$ cat src/rtl/uart_rx_fifo.sv
// Receive byte FIFO between the UART receiver and the register block: FWFT head, occupancy, sticky errors.
// Optional interrupt output is built only when UART_RX_FIFO_IRQ_EN is defined.
module uart_rx_fifo #(
  parameter int DEPTH         = 16,
  parameter int IRQ_THRESHOLD = 8
) (
  input  logic                     clk,
  input  logic                     reset,
  input  logic                     i_rx_valid,
  input  logic [7:0]               i_rx_data,
  input  logic                     i_rx_error,
  input  logic                     i_pop,
  output logic [7:0]               o_data,
  output logic                     o_empty,
  output logic                     o_full,
  output logic [$clog2(DEPTH):0]   o_count,
  output logic                     o_overflow,
  output logic                     o_frame_err,
  input  logic                     i_clear_err,
  output logic                     o_irq
);
  localparam int AW = $clog2(DEPTH);
  localparam int CW = AW + 1;

  logic [7:0]    mem [DEPTH];
  logic [AW-1:0] wr_ptr, rd_ptr;
  logic [CW-1:0] count, count_next;
  logic          pop_ok, push_ok, drop;
  logic          ovf_next, ferr_next;

  assign o_empty = (count == '0);
  assign o_full  = (count == CW'(DEPTH));
  assign o_count = count;
  assign o_data  = o_empty ? 8'h00 : mem[rd_ptr];

  // A pop in the same cycle frees the slot, so a full FIFO can still accept the byte.
  assign pop_ok  = i_pop & ~o_empty;
  assign push_ok = i_rx_valid & ~i_rx_error & (~o_full | pop_ok);
  assign drop    = i_rx_valid & ~i_rx_error & o_full & ~pop_ok;

  assign count_next = count + CW'(push_ok) - CW'(pop_ok);
  assign ovf_next   = drop | (o_overflow & ~i_clear_err);
  assign ferr_next  = i_rx_error | (o_frame_err & ~i_clear_err);

  always_ff @(posedge clk) begin
    if (push_ok) mem[wr_ptr] <= i_rx_data;
  end

  always_ff @(posedge clk or posedge reset) begin
    if (reset) begin
      wr_ptr      <= '0;
      rd_ptr      <= '0;
      count       <= '0;
      o_overflow  <= 1'b0;
      o_frame_err <= 1'b0;
    end else begin
      if (push_ok) wr_ptr <= wr_ptr + 1'b1;
      if (pop_ok)  rd_ptr <= rd_ptr + 1'b1;
      count       <= count_next;
      o_overflow  <= ovf_next;
      o_frame_err <= ferr_next;
    end
  end

`ifdef UART_RX_FIFO_IRQ_EN
  always_ff @(posedge clk or posedge reset) begin
    if (reset) o_irq <= 1'b0;
    else       o_irq <= (count_next >= CW'(IRQ_THRESHOLD)) | ovf_next | ferr_next;
  end
`else
  assign o_irq = 1'b0;
`endif

endmodule
$ cat config.mk
export PLATFORM = sky130hd
export DESIGN_NAME = uart_rx_fifo
export DESIGN_NICKNAME = d
export VERILOG_FILES = /design/src/rtl/uart_rx_fifo.sv
export SDC_FILE = /design/constraint.sdc
export NUM_CORES = 1
export LEC_CHECK = 0
export BUFFER_PORTS_ARGS = -buffer_cell sky130_fd_sc_hd__buf_4
export CAP_MARGIN = 5
export CORE_MARGIN = 2
export CORE_UTILIZATION = 60
export CTS_CLUSTER_DIAMETER = 50
export CTS_CLUSTER_SIZE = 24
export DETAILED_ROUTE_END_ITERATION = 10
export PLACE_DENSITY = 0.76
export SYNTH_ARGS = -nofsm -noshare
export SYNTH_HDL_FRONTEND = slang
export SYNTH_SLANG_ARGS = --single-unit
$ cat constraint.sdc
create_clock -name clk -period 3.16 [get_ports clk]
set_input_delay 0 -clock clk [delete_from_list [all_inputs] [get_ports clk]]
set_output_delay 0 -clock clk [all_outputs]
set_load 0.1 [all_outputs]
Yosys cells after proc, flatten, opt, wreduce, memory -nomap -nowiden --
Memories as Yosys holds them, arrays and structs flattened. Cells that the tools add are included.
Word-level totals: memory bits (read-only) 0, memories kept 1, logic and storage cells 30, memory bits (writable) 128, bits of input ports 14, bits in latches 0, register bits 15
Cells by class: $lt $le $gt $ge 0, shift-type cells 0, bitwise logic cells 15, mux-type cells 3, reductions and logical operators 1, multiply operators 0, div/mod/pow operators 0, add/sub/neg operators 4, equal/unequal tests 1
Memory list:
- mem | words 16, width 8, read ports 1, clocked after memory_dff 0, wr ports 1, line 25 | logic [7:0] mem [DEPTH];
Operators by type and width (count):
- $add 4x1->4 const B | 2
- $mux 8 | 1
- $and 1x1->1 | 7
- $add 5x1->5 | 1
- $eq 5x5->1 const B | 1
- $logic_not 5->1 | 1
- $not 1->1 | 5
- $sub 5x1->5 | 1
- $or 1x1->1 | 3
- $mux 1 | 2

Logic depth before layout (Yosys ltp) --
Gate-level depths: netlist of run 1.
depth in word-level cells 7, depth in mapped cells 12, mapped depth without buffers 12

Least setup slack after synthesis of run 1 --
OpenSTA, ideal clock, no wires.
path kind register -> register, start point register count[3], in the netlist o_count[3], end point register count[4], in the netlist o_count[4], library setup time 0.126 ns, path slack -0.866 ns, required time 3.034 ns, data arrival time 3.900 ns, cell stages (with the launch flop) 13, cells stage by stage dfrtp_1 inv_1 ha_1 nor4b_4 nor2_1 nand2_1 o21ai_0 ha_1 fa_1 a21oi_1 nor2_1 nor2_1 xnor2_1
On the way: word-level cells in the longest chain between the ends 7
Ends and longest elaborated chain:
- from (decl) | line 27 | logic [CW-1:0] count, count_next;
- from (signal assigned) | line 59 | count <= count_next;
- $logic_not 5->1 * | line 31 | assign o_empty = (count == '0);
- named net o_empty | line 14 | output logic o_empty,
- $not 1->1 * | line 37 | assign pop_ok = i_pop & ~o_empty;
- $and 1x1->1 * | line 37
- $or 1x1->1 | line 38 | assign push_ok = i_rx_valid & ~i_rx_error & (~o_full | pop_ok);
- $and 1x1->1 | line 38
- $add 5x1->5 | line 41 | assign count_next = count + CW'(push_ok) - CW'(pop_ok);
- $sub 5x1->5 * | line 41
- named net count_next[4] | line 27
Mark *: on every way through the listed nets, which the timed path passes. The rest lies on a longest branch. A chain may end at the register's enable or synchronous reset.

Final worst setup path of run 1 --
start point register rd_ptr[0], end point output o_data[2]
On the way: word-level cells in the longest chain between the ends 2
Ends and longest elaborated chain:
- from (decl) | line 26 | logic [AW-1:0] wr_ptr, rd_ptr;
- from (signal assigned) | line 58 | if (pop_ok) rd_ptr <= rd_ptr + 1'b1;
- $mem_v2 16x8
- $mux 8 | line 34 | assign o_data = o_empty ? 8'h00 : mem[rd_ptr];
- to (decl) | line 13 | output logic [7:0] o_data,
Every way passes these cells.

==> flow_metrics.py, run 1 <==
metrics = {
    "detailed_routing": {
        "routedWlPerCell_um": 20.90,
        "viasPerCell": 5.787,
        "route.detailed.drc": 0,
        "vias": 2957,
        "finalWirelength_um": 10680,
        "first_pass_iters": 4,
        "drt-initial-drc-count": 192,
        "postRouteAntennaNets": 0,
    },
    "logic_synthesis": {
        "synthTopCellsByCount": "edfxtp_1, a211oi_1, mux4_1, mux4_2, dfrtp_1",
        "ys_top_cells_by_area": "edfxtp_1, mux4_1, dfrtp_1",
        "synth-async-reset-ratio_pct": 10.49,
        "synth.largest_area_cell": "edfxtp_1",
        "netlist_instances": 304,
        "synth_area_mm2": 0.005947,
        "yosysMostFrequentCell": "edfxtp_1",
        "synth_edf_count": 128,
        "avgSynthCellArea_um2": 19.56,
        "synth_flop_cell": "edfxtp_1",
        "synth_seq_cells": 143,
        "netlist-cell-type-count": 37,
        "yosysSeqAreaShare_pct": 70.94,
        "yosysTopAreaCellShare_pct": 64.63,
        "syn_nets": 329,
        "yosys_warnings": 0,
    },
    "floorplan": {
        "die_x_um": 103.6,
        "die_h_um": 103.6,
        "coreArea_mm2": 0.009684,
        "boundaryPins": 32,
        "initial_core_util_pct": 61.41,
        "fp.dieArea_mm2": 0.01072,
        "row_count": 36,
    },
    "grt": {
        "grt_usage_pct": 21.57,
        "use_met2_pct": 35.15,
        "grt_max_degree": 23,
        "grt_pass1_wl_um": 16950,
        "busiest_layer": "met2",
        "grt-ovfl-total": 0,
        "antenna_found_initial": 0,
        "grt_pass1_vias": 3056,
        "grt_use_met3_pct": 5.664,
        "use_met1_pct": 28.52,
    },
    "timing": {
        "finalMaxSlewViolations": 0,
        "min_period_ns": 2.805,
        "setup_viol": 0,
        "rsz0062_at_grt": "no",
        "layout_worst_path_cycle_share_pct": 88.75,
        "worstMarginPinSlew_ns": 0.8492,
        "finalHoldViolCount": 0,
        "slew_headroom_pct": 43.39,
        "fmax_mhz": 356.6,
        "worst_slack_ns": 0.3554,
        "tns_ns": 0,
        "skew_ns": 0.006803,
    },
    "clock_tree": {
        "post_cts_buffers": 0,
        "numCtsBuffers": 17,
        "cts_tree": "done",
        "clk_pin_slew_ns": 0.06,
        "cts_buffer_depth": 2,
        "cts-resized-gates": 0,
        "htree_levels": 4,
        "cts.sinks": 143,
        "cts-root-buf": "clkbuf_8",
        "ctsHoldBuffers": 14,
        "worstSkewPairLatency_ns": 0.51,
    },
    "final_layout": {
        "layout-drive-gt1-share_pct": 27.78,
        "layout.nets": 390,
        "num-fill-cells": 550,
        "n_antenna_cell": 0,
        "syn_to_final_growth_pct": 18.60,
    },
    "status": {
        "status": "finished, final reports clean",
    },
    "place": {
        "place_hpwl_um": 6699,
        "io_buffers": 30,
        "place_ws_ns": 0.6117,
        "place_congestion": 0.7376,
    },
    "setup_path": {
        "cp_max_fo": 14,
        "r2r-start": "o_count[2]$_DFF_PP0_",
        "endpoint": "o_data[2]",
        "path_cells": "buf_4 -> mux4_1 -> and2b_1 -> a211oi_1 -> a211oi_1 -> buf_4",
        "r2r_end": "o_count[4]$_DFF_PP0_",
        "critPathKind": "register to output pin",
        "worst_r2r_path_depth": 13,
        "rrSetupSlack_ns": 0.53,
        "cpMaxStageDelayCell": "dfrtp_2",
        "arrival_ns": 2.80,
        "critPathCaptureType": "output pin",
        "slowest_delay_ns": 0.62,
        "cp-startpoint": "rd_ptr[0]$_DFFE_PP0N_",
        "critPathRequiredTime_ns": 3.16,
        "cp-start-kind": "register",
    },
    "min_path": {
        "worst_hold_path_type": "primary input to register",
        "min_from": "i_rx_valid",
    },
    "power_and_ir_drop": {
        "p_total_mw": 7.128,
        "irDropWorstVdd_mv": 1.286,
        "p_per_area_mw_per_mm2": 1011,
        "p_leak_nw": 2.525,
    },
    "run": {
        "drv_cap": 0,
    },
}
[final cells by class]
| type | instances | area [µm²] | area share, % |
|---|---|---|---|
| multi-input combinational | 135 | 1560 | 22.12 |
| clock inverter | 8 | 48.80 | 0.6919 |
| timing repair buffer | 59 | 478.0 | 6.777 |
| clock buffer | 24 | 534.3 | 7.575 |
| tap | 133 | 166.4 | 2.359 |
| inverter | 9 | 33.78 | 0.4790 |
| sequential | 143 | 4232 | 60.00 |
[how the worst min path moves through the flow]
stage	to	slack, ns	cells past startpoint
3_5_place_dp	o_overflow$_DFF_PP0_	0.11	2
3_3_place_gp	o_frame_err$_DFF_PP0_	0.10	2
2_1_floorplan	o_frame_err$_DFF_PP0_	-0.1	1
4_1_cts	wr_ptr[0]$_DFFE_PP0P_	0.01	4
6_report	wr_ptr[0]$_DFFE_PP0P_	0.04	4
5_1_grt	wr_ptr[0]$_DFFE_PP0P_	0.06	4
[sequential cells by signal (all words and copies together), names as in the netlist]
register and count:
mem 128, o_overflow 1, o_frame_err 1, rd_ptr 4
wr_ptr 4, o_count 5
[logic make-up after synthesis]
group | after synthesis | synth area share (%)
and+or+nand+nor | 47 | 4.545
muxes | 41 | 14.66
xor gates and xnor gates | 10 | 1.473
buffers and inverters | 26 | 2.903
AOI/OAI and AO/OA | 25 | 2.967
DFF | 143 | 70.94
other | 1 | 0.06306
adders and majority gates | 11 | 2.441
[critical path, delay by kind of cell (launching register included)]
kind | cells | cell delay, ns
muxes | 1 | 0.55
DFF | 1 | 0.62
buffers and inverters | 2 | 0.56
AOI/OAI and AO/OA | 2 | 0.37
and+or+nand+nor | 1 | 0.18
[placed cells by master (no fill, tap or decap), types with 8 or more instances in the layout]
cell type,Yosys,layout
a211oi_1,16,16
buf_4,5,45
clkbuf_16,0,19
dfrtp_1,15,9
dlygate4sd3_1,0,14
edfxtp_1,128,128
ha_1,10,9
mux2i_1,8,8
mux4_1,16,16
mux4_2,16,16
nand2_1,9,9
nor2_1,8,8
[per-stage QoR]
stage / hold slack [ns] / instance area (µm²) / utilization (%) / cells
final: 0.03961 / 7053 / 72.83 / 511
after global routing: 0.05559 / 7053 / 72.83 / 511
after CTS: 0.009899 / 7053 / 72.83 / 511
after detailed placement: 0.1091 / 6330 / 65.36 / 465
after global placement: 0.1036 / 6330 / 65.36 / 465
after floorplan: -0.09868 / 5963 / - / 304
[layer usage]
metal	vias up	part of all wire [%]
li1	1350	-
met1	1504	42
met2	92	53
met3	11	4.6
met4	0	1.2
met5	-	0
[where the power goes]
group / leakage [nW] / internal (mW) / switching [mW] / total (mW)
Combinational: 0.912 / 0.937 / 1.76 / 2.70
Clock: 0.288 / 1.16 / 0.711 / 1.87
Sequential: 1.33 / 2.25 / 0.307 / 2.56
Total: 2.53 / 4.35 / 2.78 / 7.13
(Power assumes the default switching activity.)
==> run 2, diff against run 1 <==
--- a/config.mk
+++ b/config.mk
@@ -7,12 +7,14 @@
 export LEC_CHECK = 0
 export BUFFER_PORTS_ARGS = -buffer_cell sky130_fd_sc_hd__buf_4
 export CAP_MARGIN = 5
+export CELL_PAD_IN_SITES_DETAIL_PLACEMENT = 2
+export CELL_PAD_IN_SITES_GLOBAL_PLACEMENT = 2
 export CORE_MARGIN = 2
-export CORE_UTILIZATION = 60
+export CORE_UTILIZATION = 47
 export CTS_CLUSTER_DIAMETER = 50
 export CTS_CLUSTER_SIZE = 24
 export DETAILED_ROUTE_END_ITERATION = 10
-export PLACE_DENSITY = 0.76
+export PLACE_DENSITY = 0.77
 export SYNTH_ARGS = -nofsm -noshare
 export SYNTH_HDL_FRONTEND = slang
 export SYNTH_SLANG_ARGS = --single-unit
==> flow_metrics.py, run 2 (synthesis gave the netlist of run 1 again) <==
metrics = {
    "setup_path": {
        "cp-start-kind": "register",
        "cpMaxStageDelayCell": "dfrtp_2",
        "path_cells": "mux4_2 -> and2b_1 -> a211oi_1 -> a211oi_1 -> buf_4",
        "crit_path_frequent_cell": "a211oi_1",
        "critPathRequiredTime_ns": 3.16,
        "rrSetupSlack_ns": 0.55,
        "critPathCaptureType": "output pin",
        "slowest_delay_ns": 0.73,
        "cp_max_fo": 19,
        "arrival_ns": 2.76,
        "critPathKind": "register to output pin",
    },
    "grt": {
        "grt_use_met3_pct": 4.774,
        "grt_pass1_wl_um": 21510,
        "grt_usage_pct": 23.35,
        "grt_pass1_vias": 3423,
        "use_met2_pct": 39.42,
        "grt-ovfl-total": 0,
        "grt_max_degree": 20,
        "busiest_layer": "met2",
        "antenna_found_initial": 0,
        "use_met1_pct": 30.32,
    },
    "timing": {
        "slew_headroom_pct": 47.78,
        "fmax_mhz": 362.8,
        "min_period_ns": 2.757,
        "finalHoldViolCount": 0,
        "worstMarginPinSlew_ns": 0.7833,
        "layout_worst_path_cycle_share_pct": 87.23,
        "finalMaxSlewViolations": 0,
        "rsz0062_at_grt": "no",
        "tns_ns": 0,
        "hold_ws_ns": 0.1476,
        "skew_ns": 0.008078,
        "setup_viol": 0,
    },
    "final_layout": {
        "syn_to_final_growth_pct": 19.17,
        "largest_reg_flops": 128,
        "n_antenna_cell": 0,
        "final_common_cell": "edfxtp_1",
        "layout-drive-gt1-share_pct": 26.79,
        "layout.nets": 389,
        "final_cell_mix": "edfxtp_1, buf_4, clkbuf_16",
        "top_register": "mem",
    },
    "detailed_routing": {
        "route.detailed.drc": 0,
        "viasPerCell": 5.659,
        "drt-initial-drc-count": 271,
        "routedWlPerCell_um": 26.72,
        "postRouteAntennaNets": 0,
        "first_pass_iters": 4,
        "finalWirelength_um": 14670,
        "vias": 3107,
    },
    "clock_tree": {
        "cts.sinks": 143,
        "clk_pin_slew_ns": 0.05,
        "cts_buffer_depth": 2,
        "post_cts_buffers": 0,
        "ctsHoldBuffers": 13,
        "htree_levels": 4,
        "numCtsBuffers": 17,
        "cts-resized-gates": 0,
        "cts_tree": "done",
        "worstSkewPairLatency_ns": 0.41,
        "cts-root-buf": "clkbuf_16",
    },
    "place": {
        "place_hpwl_um": 9513,
        "place_congestion": 0.7114,
        "io_buffers": 30,
    },
    "floorplan": {
        "die_h_um": 116.5,
        "coreArea_mm2": 0.01247,
        "row_count": 41,
        "die_x_um": 116.5,
        "initial_core_util_pct": 47.71,
        "boundaryPins": 32,
        "fp.dieArea_mm2": 0.01357,
    },
    "power_and_ir_drop": {
        "p_per_area_mw_per_mm2": 1040,
        "irDropWorstVdd_mv": 0.7387,
        "p_leak_nw": 2.513,
    },
    "run": {
        "drv_cap": 0,
    },
    "min_path": {
        "worst_hold_path_type": "primary input to register",
    },
    "status": {
        "status": "finished, final reports clean",
    },
}
[run 2: critical path, delay by kind of cell, from the launching register on]
| family | cells | cell delay (ns) |
|---|---|---|
| muxes | 1 | 0.58 |
| AOI/OAI and AO/OA | 2 | 0.56 |
| and+or+nand+nor | 1 | 0.18 |
| DFF | 1 | 0.73 |
| buffers and inverters | 1 | 0.29 |
[run 2: area by class of cell]
class | instances | area [µm²]
sequential | 143 | 4232
multi-input combinational | 135 | 1560
inverter | 9 | 33.78
fill | 1060 | 5379
timing repair buffer | 58 | 467.9
clock buffer | 18 | 429.2
clock inverter | 14 | 148.9
tap | 172 | 215.2
[run 2: worst paths after layout]
| path | from | to | cells after the start |
|---|---|---|---|
| setup / recovery | rd_ptr[0]$_DFFE_PP0N_ | o_data[7] | 5 |
| hold / removal | i_pop | rd_ptr[0]$_DFFE_PP0N_ | 4 |
| setup reg to reg | o_count[2]$_DFF_PP0_ | o_count[4]$_DFF_PP0_ | 11 |
| hold reg to reg | wr_ptr[0]$_DFFE_PP0P_ | wr_ptr[3]$_DFFE_PP0P_ | 2 |
| max in group asynchronous | reset | o_count[2]$_DFF_PP0_ | 3 |
| min in group asynchronous | reset | rd_ptr[3]$_DFFE_PP0N_ | 3 |
[run 2: routing by layer]
metal	wire length (µm)	part of all wire (%)
met1	6338	43
met4	258	1.8
met5	0	0
met2	7554	51
met3	519	3.5
[run 2: stage by stage]
stage	std cells	util [%]	power, mW	area [µm²]	setup WS [ns]
3_3_place_gp	504	51.17	5.291	6379	0.7257
4_1_cts	549	56.85	7.429	7087	0.3308
6_report	549	56.85	7.369	7087	0.4034
5_1_grt	549	56.85	7.650	7087	0.2756
3_5_place_dp	504	51.17	5.428	6379	0.5518
2_1_floorplan	304	-	4.760	5963	-0.5758
[run 2: report_power, final]
group | total [mW] | internal, mW | switching (mW) | leakage, nW
Clock | 1.97 | 1.22 | 0.745 | 0.279
Combinational | 2.84 | 0.945 | 1.90 | 0.908
Sequential | 2.56 | 2.25 | 0.304 | 1.33
